--- config.mk ---
export PLATFORM = sky130hd
export DESIGN_NAME = instr_fetch_unit
export DESIGN_NICKNAME = d
export VERILOG_FILES = /design/src/rtl/instr_fetch_unit.sv
export SDC_FILE = /design/constraint.sdc
export NUM_CORES = 1
export LEC_CHECK = 0
export ABC_AREA = 1
export CAP_MARGIN = 40
export CORE_MARGIN = 8
export CORE_UTILIZATION = 54
export DETAILED_ROUTE_END_ITERATION = 10
export GPL_TIMING_DRIVEN = 0
export PLACE_DENSITY = 0.86
export SKIP_CTS_REPAIR_TIMING = 1
export SLEW_MARGIN = 20
export SYNTH_ARGS = -nofsm -noshare
export SYNTH_HDL_FRONTEND = slang
export SYNTH_SLANG_ARGS = --single-unit
--- constraint.sdc ---
create_clock -name clk -period 2.8 [get_ports clk]
set_input_delay 0.28 -clock clk [delete_from_list [all_inputs] [get_ports clk]]
set_output_delay 0.28 -clock clk [all_outputs]
set_load 0.05 [all_outputs]
--- src/rtl/instr_fetch_unit.sv ---
// instr_fetch_unit: fetch stage between data_path_TOP and a variable-latency
// instruction memory; req/ack handshake, one-deep decode-stall buffer, flush squash.
module instr_fetch_unit #(
  parameter logic [31:0] NOP_INSTR = 32'h0000_0000,
  parameter int          CNT_W     = 16
) (
  input  logic             clk,
  input  logic             reset,
  input  logic [31:0]      pc,
  input  logic             stall_d,
  input  logic             flush_d,
  input  logic             imem_ack,
  input  logic [31:0]      imem_rdata,
  output logic             imem_req,
  output logic [31:0]      imem_addr,
  output logic [31:0]      instr_d,
  output logic             stall_f,
  output logic [CNT_W-1:0] wait_cnt
);
  typedef enum logic [1:0] {IDLE, WAIT, HOLD, DISCARD} state_t;
  state_t state_q, state_d;
  logic req_q, req_d, deliver;
  logic [31:0] addr_q, addr_d, ir_q, ir_d, hold_q, hold_d;
  logic [CNT_W-1:0] cnt_q, cnt_d;
  always_comb begin
    deliver = ((state_q == WAIT && imem_ack) || state_q == HOLD) && !stall_d && !flush_d;
    state_d = state_q;
    req_d   = req_q;
    addr_d  = addr_q;
    hold_d  = hold_q;
    ir_d    = flush_d ? NOP_INSTR : stall_d ? ir_q :
              deliver ? (state_q == HOLD ? hold_q : imem_rdata) : NOP_INSTR;
    cnt_d   = (req_q && !imem_ack && !(&cnt_q)) ? cnt_q + {{(CNT_W-1){1'b0}}, 1'b1} : cnt_q;
    // req/addr are only released on ack so an outstanding request is never altered
    case (state_q)
      IDLE: begin
        addr_d  = pc;
        req_d   = 1'b1;
        state_d = WAIT;
      end
      WAIT:
        if (imem_ack) begin
          if (flush_d) begin
            req_d   = 1'b0;
            state_d = IDLE;
          end else if (stall_d) begin
            hold_d  = imem_rdata;
            req_d   = 1'b0;
            state_d = HOLD;
          end else addr_d = addr_q + 32'd4;
        end else if (flush_d) state_d = DISCARD;
      HOLD:
        if (deliver) begin
          addr_d  = addr_q + 32'd4;
          req_d   = 1'b1;
          state_d = WAIT;
        end else if (flush_d) state_d = IDLE;
      DISCARD:
        if (imem_ack) begin
          req_d   = 1'b0;
          state_d = IDLE;
        end
      default: state_d = IDLE;
    endcase
  end
  always_ff @(posedge clk or negedge reset) begin
    if (!reset) begin
      state_q <= IDLE;
      req_q   <= 1'b0;
      addr_q  <= '0;
      ir_q    <= NOP_INSTR;
      hold_q  <= '0;
      cnt_q   <= '0;
    end else begin
      state_q <= state_d;
      req_q   <= req_d;
      addr_q  <= addr_d;
      ir_q    <= ir_d;
      hold_q  <= hold_d;
      cnt_q   <= cnt_d;
    end
  end
  assign imem_req  = req_q;
  assign imem_addr = addr_q;
  assign instr_d   = ir_q;
  assign wait_cnt  = cnt_q;
  assign stall_f   = !deliver && !flush_d;
endmodule

; After elaboration in Yosys (flattened, before gate mapping)
; Index checks and enable logic that the tools add are counted.
[word_totals]
reg_bits = 115
output_inout_bits = 82
in_bits = 69
elab_cells = 63
[classes]
n_bitwise = 1
reduce_logical = 19
n_eq_ne = 12
n_mux = 23
addsub = 2
[op_table]
columns = op, count
row1 = 2-to-1 mux 32 bit, 8
row2 = one-hot mux 32 bit (3 select lines), 1
row3 = adder 32 x 3 -> 32 bit (second input constant), 1
row4 = adder 16 x 1 -> 16 bit (second input constant), 1
row5 = AND reduction 16 bit, 1
row6 = 2-to-1 mux 2 bit, 7
row7 = AND reduction 4 bit, 3
row8 = != test 2 bit (second input constant), 5
row9 = != test 3 bit (second input constant), 3
row10 = one-hot mux 2 bit (4 select lines), 1
row11 = logical AND 1 bit, 6
row12 = logical NOT 1 bit, 5
row13 = 2-to-1 mux 1 bit, 5
row14 = AND reduction 5 bit, 1
row15 = == test 2 bit (second input constant), 2
row16 = one-hot mux 1 bit (4 select lines), 1
row17 = nonzero test 3 bit, 1
row18 = == test 2 x 1 -> 1 bit (second input constant), 1
row19 = logical NOT 2 bit, 1
row20 = != test 2 x 1 -> 1 bit (second input constant), 1
row21 = logical OR 1 bit, 1
row22 = NOT 1 bit, 1

; Depth between registers and ports, before layout
; Gate-level depths: netlist (run 1).
[depth]
ltp_word = 8
ltp_mapped = 10
depth_no_buf = 10

; Worst setup path after synthesis (run 1)
; OpenSTA, ideal clock, no wires.
[synth_path]
path_kind = register to register
start = register cnt_q[1], in the netlist wait_cnt[1]
end = register cnt_q[2], in the netlist wait_cnt[2]
n_path_buf = 1
path_slack_ns = 0.878
synth_period_minus_slack_ns = 1.922
arrival_time_ns = 1.799
required_ns = 2.677
stages_incl_launch_ff = 10
setup_time_ns = 0.123
path_cell_list = dfrtp_1 ha_1 nand3_1 nor3_2 nand3_2 nand2_4 inv_2 buf_4 nand3_1 nand2_1
[synth_between]
elab_chain_cells = 3
elab_cells_between_ends = 4
cone_classes = add/sub: 1 / reduce/logical: 3
[synth_lines]
columns = element, line_no
row1 = "start, declared", 24  ; logic [CNT_W-1:0] cnt_q, cnt_d;
row2 = "start signal, assigned", 80  ; cnt_q <= cnt_d;
row3 = branches (longest 3 deep; another with adder 16 x 1 -> 16 bit), n/a
; Several ways; the timed one is not identified.
; A chain may end at the register's enable or synchronous reset.

; Final worst setup path (run 1)
[layout_path]
start = register state_q[0]
end = output port stall_f
[layout_between]
elab_chain_cells = 7
elab_cells_between_ends = 8
cone_classes = eq/ne: 2 / reduce/logical: 6
[layout_lines]
columns = element, line_no
row1 = "start, declared", 21  ; state_t state_q, state_d;
row2 = "start signal, assigned", 75  ; state_q <= state_d;
row3 = == test 2 x 1 -> 1 bit, 26  ; deliver = ((state_q == WAIT && imem_ack) || state_q == HOLD) && !stall_d && !flush_d;
row4 = logical AND 1 bit, 26
row5 = logical OR 1 bit *, 26
row6 = logical AND 1 bit * (2 in a row), 26
row7 = logical NOT 1 bit *, 87  ; assign stall_f = !deliver && !flush_d;
row8 = logical AND 1 bit *, 87
row9 = "end, declared", 17  ; output logic stall_f,
; Mark *: on every way between the ends. The rest lies on a longest branch, timed or not.

==> results.yml, run 1 <==
yosys:
  ys_seq_area_frac: 0.457
  netlist_area_um2: 6290
  synthSimpleGateAreaFrac: 0.312
  syn_inst: 882
  yosysTopAreaCell: "dfrtp_1"
  ys_types: 36
  synth_seq_cells: 115
  syn_avg_cell_area_um2: 7.14
  synthXorXnorAreaFrac: 0.0125
  synthMuxAreaShare: 0
  synth_top_area_frac: 0.457
  synth_area_leaders: "dfrtp_1 46%, nand2_1 18%, o21ai_0 6.9%"
  syn_nets: 957
  synthAdderAreaFrac: 0.0119
  synth_top_family_by_area: "simple AND/OR/NAND/NOR gates"
  synth_warnings: 0
  synth_compound_gate_area_share: 0.125
global_routing:
  grt_pass1_vias: 6191
  grt_use_total: 0.246
  grt_start_max_net_pins: 64
  grt_overflow_total: 0
  grt_pass1_wl_mm: 29.8
  grt_antenna_before_repair: 0
finish:
  drive_gt1_frac: 0.0647
  final_cells: 1210
  nets: 1128
  syn_to_final_growth_pct: 37.3
clock_network:
  htreeDepth: 4
  clockBufferDepth: 2
  cts_num_sinks: 115
  path_clk_slew_ps: 50
  cts_tree: "done"
  cts_buffers: 17
  cts-root-buf: "clkbuf_16"
  clock_latency_ps: 420
die:
  die_y_um: 124
  start_util: 0.551
  io_pins: 151
  die_area_um2: 15400
  coreArea_um2: 11400
  num_rows: 39
  die_x_um: 124
drt:
  num_vias: 6453
  firstDrtPassIters: 5
  ant_nets: 0
  drt_iter0_markers: 794
  wl_mm: 18.7
  drt-vias-per-instance: 5.33
  drc_errors: 0
  wire_per_inst_um: 15.5
setup_path:
  critical_path_class: "reg -> out"
  reg2reg_to: "imem_addr[23]"
  timing.rr.start: "state_q[0]"
  start_kind: "register"
  cp_max_fo: 5
  r2r_cells: 8
  cp-end-kind: "output pin"
  cp_data_required_time_ps: 2520
  reg2reg_slack_ps: 710
  cp.arrival_ps: 2320
sta:
  final.min_clock_period_ps: 2600
  timing.final.crit_share: 0.928
  relSlewSlack: 0.622
  skew_ps: 6.18
  setup_viol: 0
  maxSlewViolCount: 0
  fmax_mhz: 385
  setup_tns_ps: 0
  rsz0062_at_grt: "false"
  worst_slew_pin_slew_ps: 565
  hold_viol: 0
  holdWs_ps: 379
min_path:
  hold_path_class: "in -> async"
placement:
  dp_hpwl_mm: 13.4
  port_buffers: 150
  gp_congestion: 0.919
  numPlacedInstances: 1176
power_and_ir_drop:
  power_density_nw_per_um2: 1160
  vdd_ir_drop_max_uv: 1010
  power_leakage_nw: 4.07
run_status:
  status: "finished clean"
run:
  drv_cap: 0
[worst max-delay path, cell delays in order, from the launching register on]
cell and delay, ps:
dfrtp_1 370, inv_1 90, ha_1 210, inv_1 130, nand2_1 90, a21oi_1 150
clkdlybuf4s50_1 860
[power by group]
part           internal [mW]  switching [mW]
Clock                   1.51           0.791
Combinational           1.57            3.27
Sequential              2.26           0.589
Total                   5.34            4.65
[stage by stage]
stage / total power [mW] / area, µm² / setup WS [ps] / util
after floorplan: 6.01 / 6290 / 878 / -
after global placement: 7.48 / 7980 / -3050 / 0.698
after detailed placement: 7.62 / 8000 / 619 / 0.701
after CTS: 9.97 / 8630 / 209 / 0.756
after global routing: 10.6 / 8640 / 54.9 / 0.757
final: 9.99 / 8640 / 201 / 0.757
[logic make-up (layout without fill, tap and decap cells)]
kind of cell,after synthesis,after routing
AO/OA/AOI/OAI,150,150
XOR/XNOR,9,9
adder cells (fa/ha/maj),6,6
buffers and inverters,129,313
flip-flops,115,115
other,0,1
AND/OR/NAND/NOR,473,473
[layout make-up]
| class | count | area [µm²] |
|---|---|---|
| Fill cell | 855 | 2780 |
| Multi-Input combinational cell | 638 | 2910 |
| Tap cell | 143 | 179 |
| Sequential cell | 115 | 2880 |
| Inverter | 96 | 360 |
| Clock buffer | 20 | 447 |
| Timing Repair Buffer | 152 | 1540 |
| Antenna cell | 1 | 2.50 |
| Buffer | 33 | 150 |
| Clock inverter | 12 | 179 |
[Yosys cell counts]
cell type    n
nand2_1    305
a21oi_1      9
xnor2_1      4
nand3_2      2
o21ai_1     39
nand2_4      1
nor2_1      80
nand2_2      3
a31oi_1      2
nor2_2       5
a22oi_1      1
inv_2        5
o22ai_1      3
buf_1        4
a211oi_1     1
o21ai_0     87
nand4_1      7
xor2_1       5
buf_6        1
nand3b_1     2
dfrtp_1    115
or2_1        1
o21bai_1     1
nor2_4       4
or2_2        2
nand3_1     50
o211ai_1     3
o21ai_2      3
nor3_1       9
ha_1         6
buf_2        6
clkbuf_1    19
nor3_2       2
inv_1       91
o211a_1      1
buf_4        3
[worst max path at each step]
stage	from	to	slack, ps
3_3_place_gp	reset	instr_d[22]	-3050
5_1_grt	state_q[0]	stall_f	50
3_5_place_dp	imem_ack	stall_f	620
2_1_floorplan	wait_cnt[1]	wait_cnt[2]	880
4_1_cts	state_q[1]	stall_f	210
6_report	state_q[0]	stall_f	200
[placed cells by master (no fill, tap or decap), drive strengths merged]
cell           instances
o21ai                129
clkbuf                39
or2                    3
xnor2                  4
buf                   16
clkdlybuf4s50        149
nand2                309
a22oi                  1
clkinvlp               3
o211ai                 3
nand3b                 2
bufinv                 4
o21bai                 1
xor2                   5
ha                     6
o22ai                  3
dfrtp                115
a31oi                  2
o211a                  1
inv                   98
a211oi                 1
a21oi                  9
nor3                  11
nor2                  89
dlygate4sd3            1
nand3                 52
diode                  1
nand4                  7
clkinv                 3
[registers in the layout, summed over array words and instances, names as in the netlist]
name	cells
hold_q	32
imem_addr	32
imem_req	1
instr_d	32
state_q	2
wait_cnt	16
[layer usage]
layer | routed length (µm) | GRT usage
met4 | 485 | 0.109
met3 | 1620 | 0.0784
met5 | 0 | 0
met2 | 8890 | 0.391
met1 | 7740 | 0.303
(Power assumes the default switching activity.)
==> run 2: changes to the inputs <==
CELL_PAD_IN_SITES_DETAIL_PLACEMENT = 0   (was default)
CELL_PAD_IN_SITES_GLOBAL_PLACEMENT = 2   (was default)
CORE_UTILIZATION = 30   (was 54)
PLACE_DENSITY = default   (was 0.86)
PLACE_DENSITY_LB_ADDON = 0.1   (was default)
==> run 2 against run 1 <==
Clock power about the same. Clock skew increased by 3.7 ps. Non-clock buffer count stayed put. Sequential share of layout area decreased by 0.60 points. Wire length grew 12%. Core utilization is 33 points lower. First-iteration DRC count decreased by 55%. Worst setup slack better by 11 ps. Cell area up 1.8%. Maximum frequency rose by 0.43%. Hold slack lost 81 ps.
==> results.yml, run 2 (synthesis gave the netlist of run 1 again) <==
run_status:
  status: "finished clean"
setup_path:
  timing.rr.start: "state_q[0]"
  critPathSlowestCell: "clkdlybuf4s50_1"
  critical_path_class: "reg -> out"
  start_kind: "register"
  cpPeakStageDelay_ps: 850
  cp_max_fo: 5
  cp-end-kind: "output pin"
  cp.arrival_ps: 2310
  cp_data_required_time_ps: 2520
  crit_chain: "inv_1 -> ha_1 -> inv_1 -> nand2_1 -> a21oi_1 -> clkdlybuf4s50_1"
  reg2reg_slack_ps: 590
  timing.critical_path.mode_cell: "inv_1"
  startpoint: "state_q[0]"
finish:
  diodes: 0
  nets: 1128
  mostFrequentLayoutCells: "305 x nand2_1, 149 x clkdlybuf4s50_1, 115 x dfrtp_1"
  layout_commonest_cell: "nand2_1"
  drive_gt1_frac: 0.0666
  syn_to_final_growth_pct: 39.8
global_routing:
  grt_overflow_total: 0
  grt_start_max_net_pins: 90
  grt_pass1_wl_mm: 33.9
  grt_pass1_vias: 6035
  grt_antenna_before_repair: 1
  grt_use_total: 0.164
placement:
  dp_hpwl_mm: 15.6
  port_buffers: 150
  gp_congestion: 0.769
clock_network:
  htreeDepth: 4
  cts_num_sinks: 115
  cts-root-buf: "clkbuf_16"
  clock_latency_ps: 420
  clockBufferDepth: 2
  cts_tree: "done"
  path_clk_slew_ps: 60
  cts_buffers: 17
power_and_ir_drop:
  pwr-share-clk: 0.230
  power_density_nw_per_um2: 1140
  power_leakage_nw: 4.07
  p_seq_frac: 0.286
  vdd_ir_drop_max_uv: 454
  total_power_mw: 9.99
  p_int_mw: 5.26
  pwr-share-comb: 0.484
  sw_frac_of_total: 0.474
  p_sw_mw: 4.73
drt:
  drt-vias-per-instance: 4.50
  firstDrtPassIters: 4
  wl_mm: 21.0
  num_vias: 6031
  ant_nets: 0
  wire_per_inst_um: 15.6
  drc_errors: 0
  drt_iter0_markers: 354
sta:
  final.min_clock_period_ps: 2590
  setup_viol: 0
  worst_slew_pin_slew_ps: 637
  maxSlewViolCount: 0
  fmax_mhz: 386
  relSlewSlack: 0.575
  skew_ps: 9.86
  rsz0062_at_grt: "false"
  hold_viol: 0
  timing.final.crit_share: 0.924
  holdWs_ps: 298
min_path:
  hold_path_class: "in -> async"
die:
  num_rows: 53
  io_pins: 151
  start_util: 0.302
  coreArea_um2: 20800
  die_x_um: 161
  die_area_um2: 25900
  die_y_um: 161
run:
  drv_cap: 0
==> run 2: path summary, 6_finish.rpt <==
check,end,depth (start not counted)
min,wait_cnt[7],2
max in group asynchronous,imem_addr[22],3
min in group clk,hold_q[18],3
max reg2reg,imem_addr[27],8
max,stall_f,6
min reg2reg,imem_addr[0],2
==> run 2: worst max-delay path: cells and delay by family, from the launching register on <==
family | cells | cell delay (ps)
compound gates | 1 | 140
fa+ha+maj | 1 | 220
buf+inv | 3 | 1080
flops | 1 | 380
simple gates | 1 | 90
==> run 2: power groups by stage <==
stage | sequential, mW | clock (mW) | combinational, mW
6_report | 2.86 | 2.30 | 4.83
5_1_grt | 2.96 | 2.44 | 5.33
4_1_cts | 2.87 | 2.36 | 4.92
3_5_place_dp | 2.89 | 0 | 4.90
3_3_place_gp | 2.90 | 0 | 4.89
2_1_floorplan | 3.92 | 0 | 2.09
==> run 2: final cells by class <==
| type | instances | area (µm²) |
|---|---|---|
| clock inverters | 14 | 178 |
| inverters | 96 | 360 |
| clock buffers | 18 | 439 |
| flip-flops and latches | 115 | 2880 |
| fillers | 2212 | 12000 |
| well taps | 275 | 344 |
| multi-input cells | 638 | 2910 |
| plain buffers | 33 | 150 |
| repair buffers | 152 | 1540 |
==> run 2: routing by layer <==
layer / global-route usage / part of all wire / wire [µm] / vias up
met5: 0 / 0.00043 / 9 / -
met1: 0.223 / 0.49 / 10400 / 2738
met4: 0.0404 / 0.0098 / 206 / 2
met3: 0.0474 / 0.055 / 1160 / 17
met2: 0.250 / 0.44 / 9230 / 126
li1: - / - / - / 3148
==> run 2: per-stage QoR <==
stage	utilization	area [µm²]	worst slack, ps	setup TNS, ps	cells
4_1_cts	0.422	8790	161	0	1340
6_report	0.423	8800	212	0	1341
3_5_place_dp	0.393	8170	571	0	1308
3_3_place_gp	0.391	8140	-3630	-415310	1307
2_1_floorplan	-	6290	878	0	882
5_1_grt	0.423	8800	22.4	0	1341
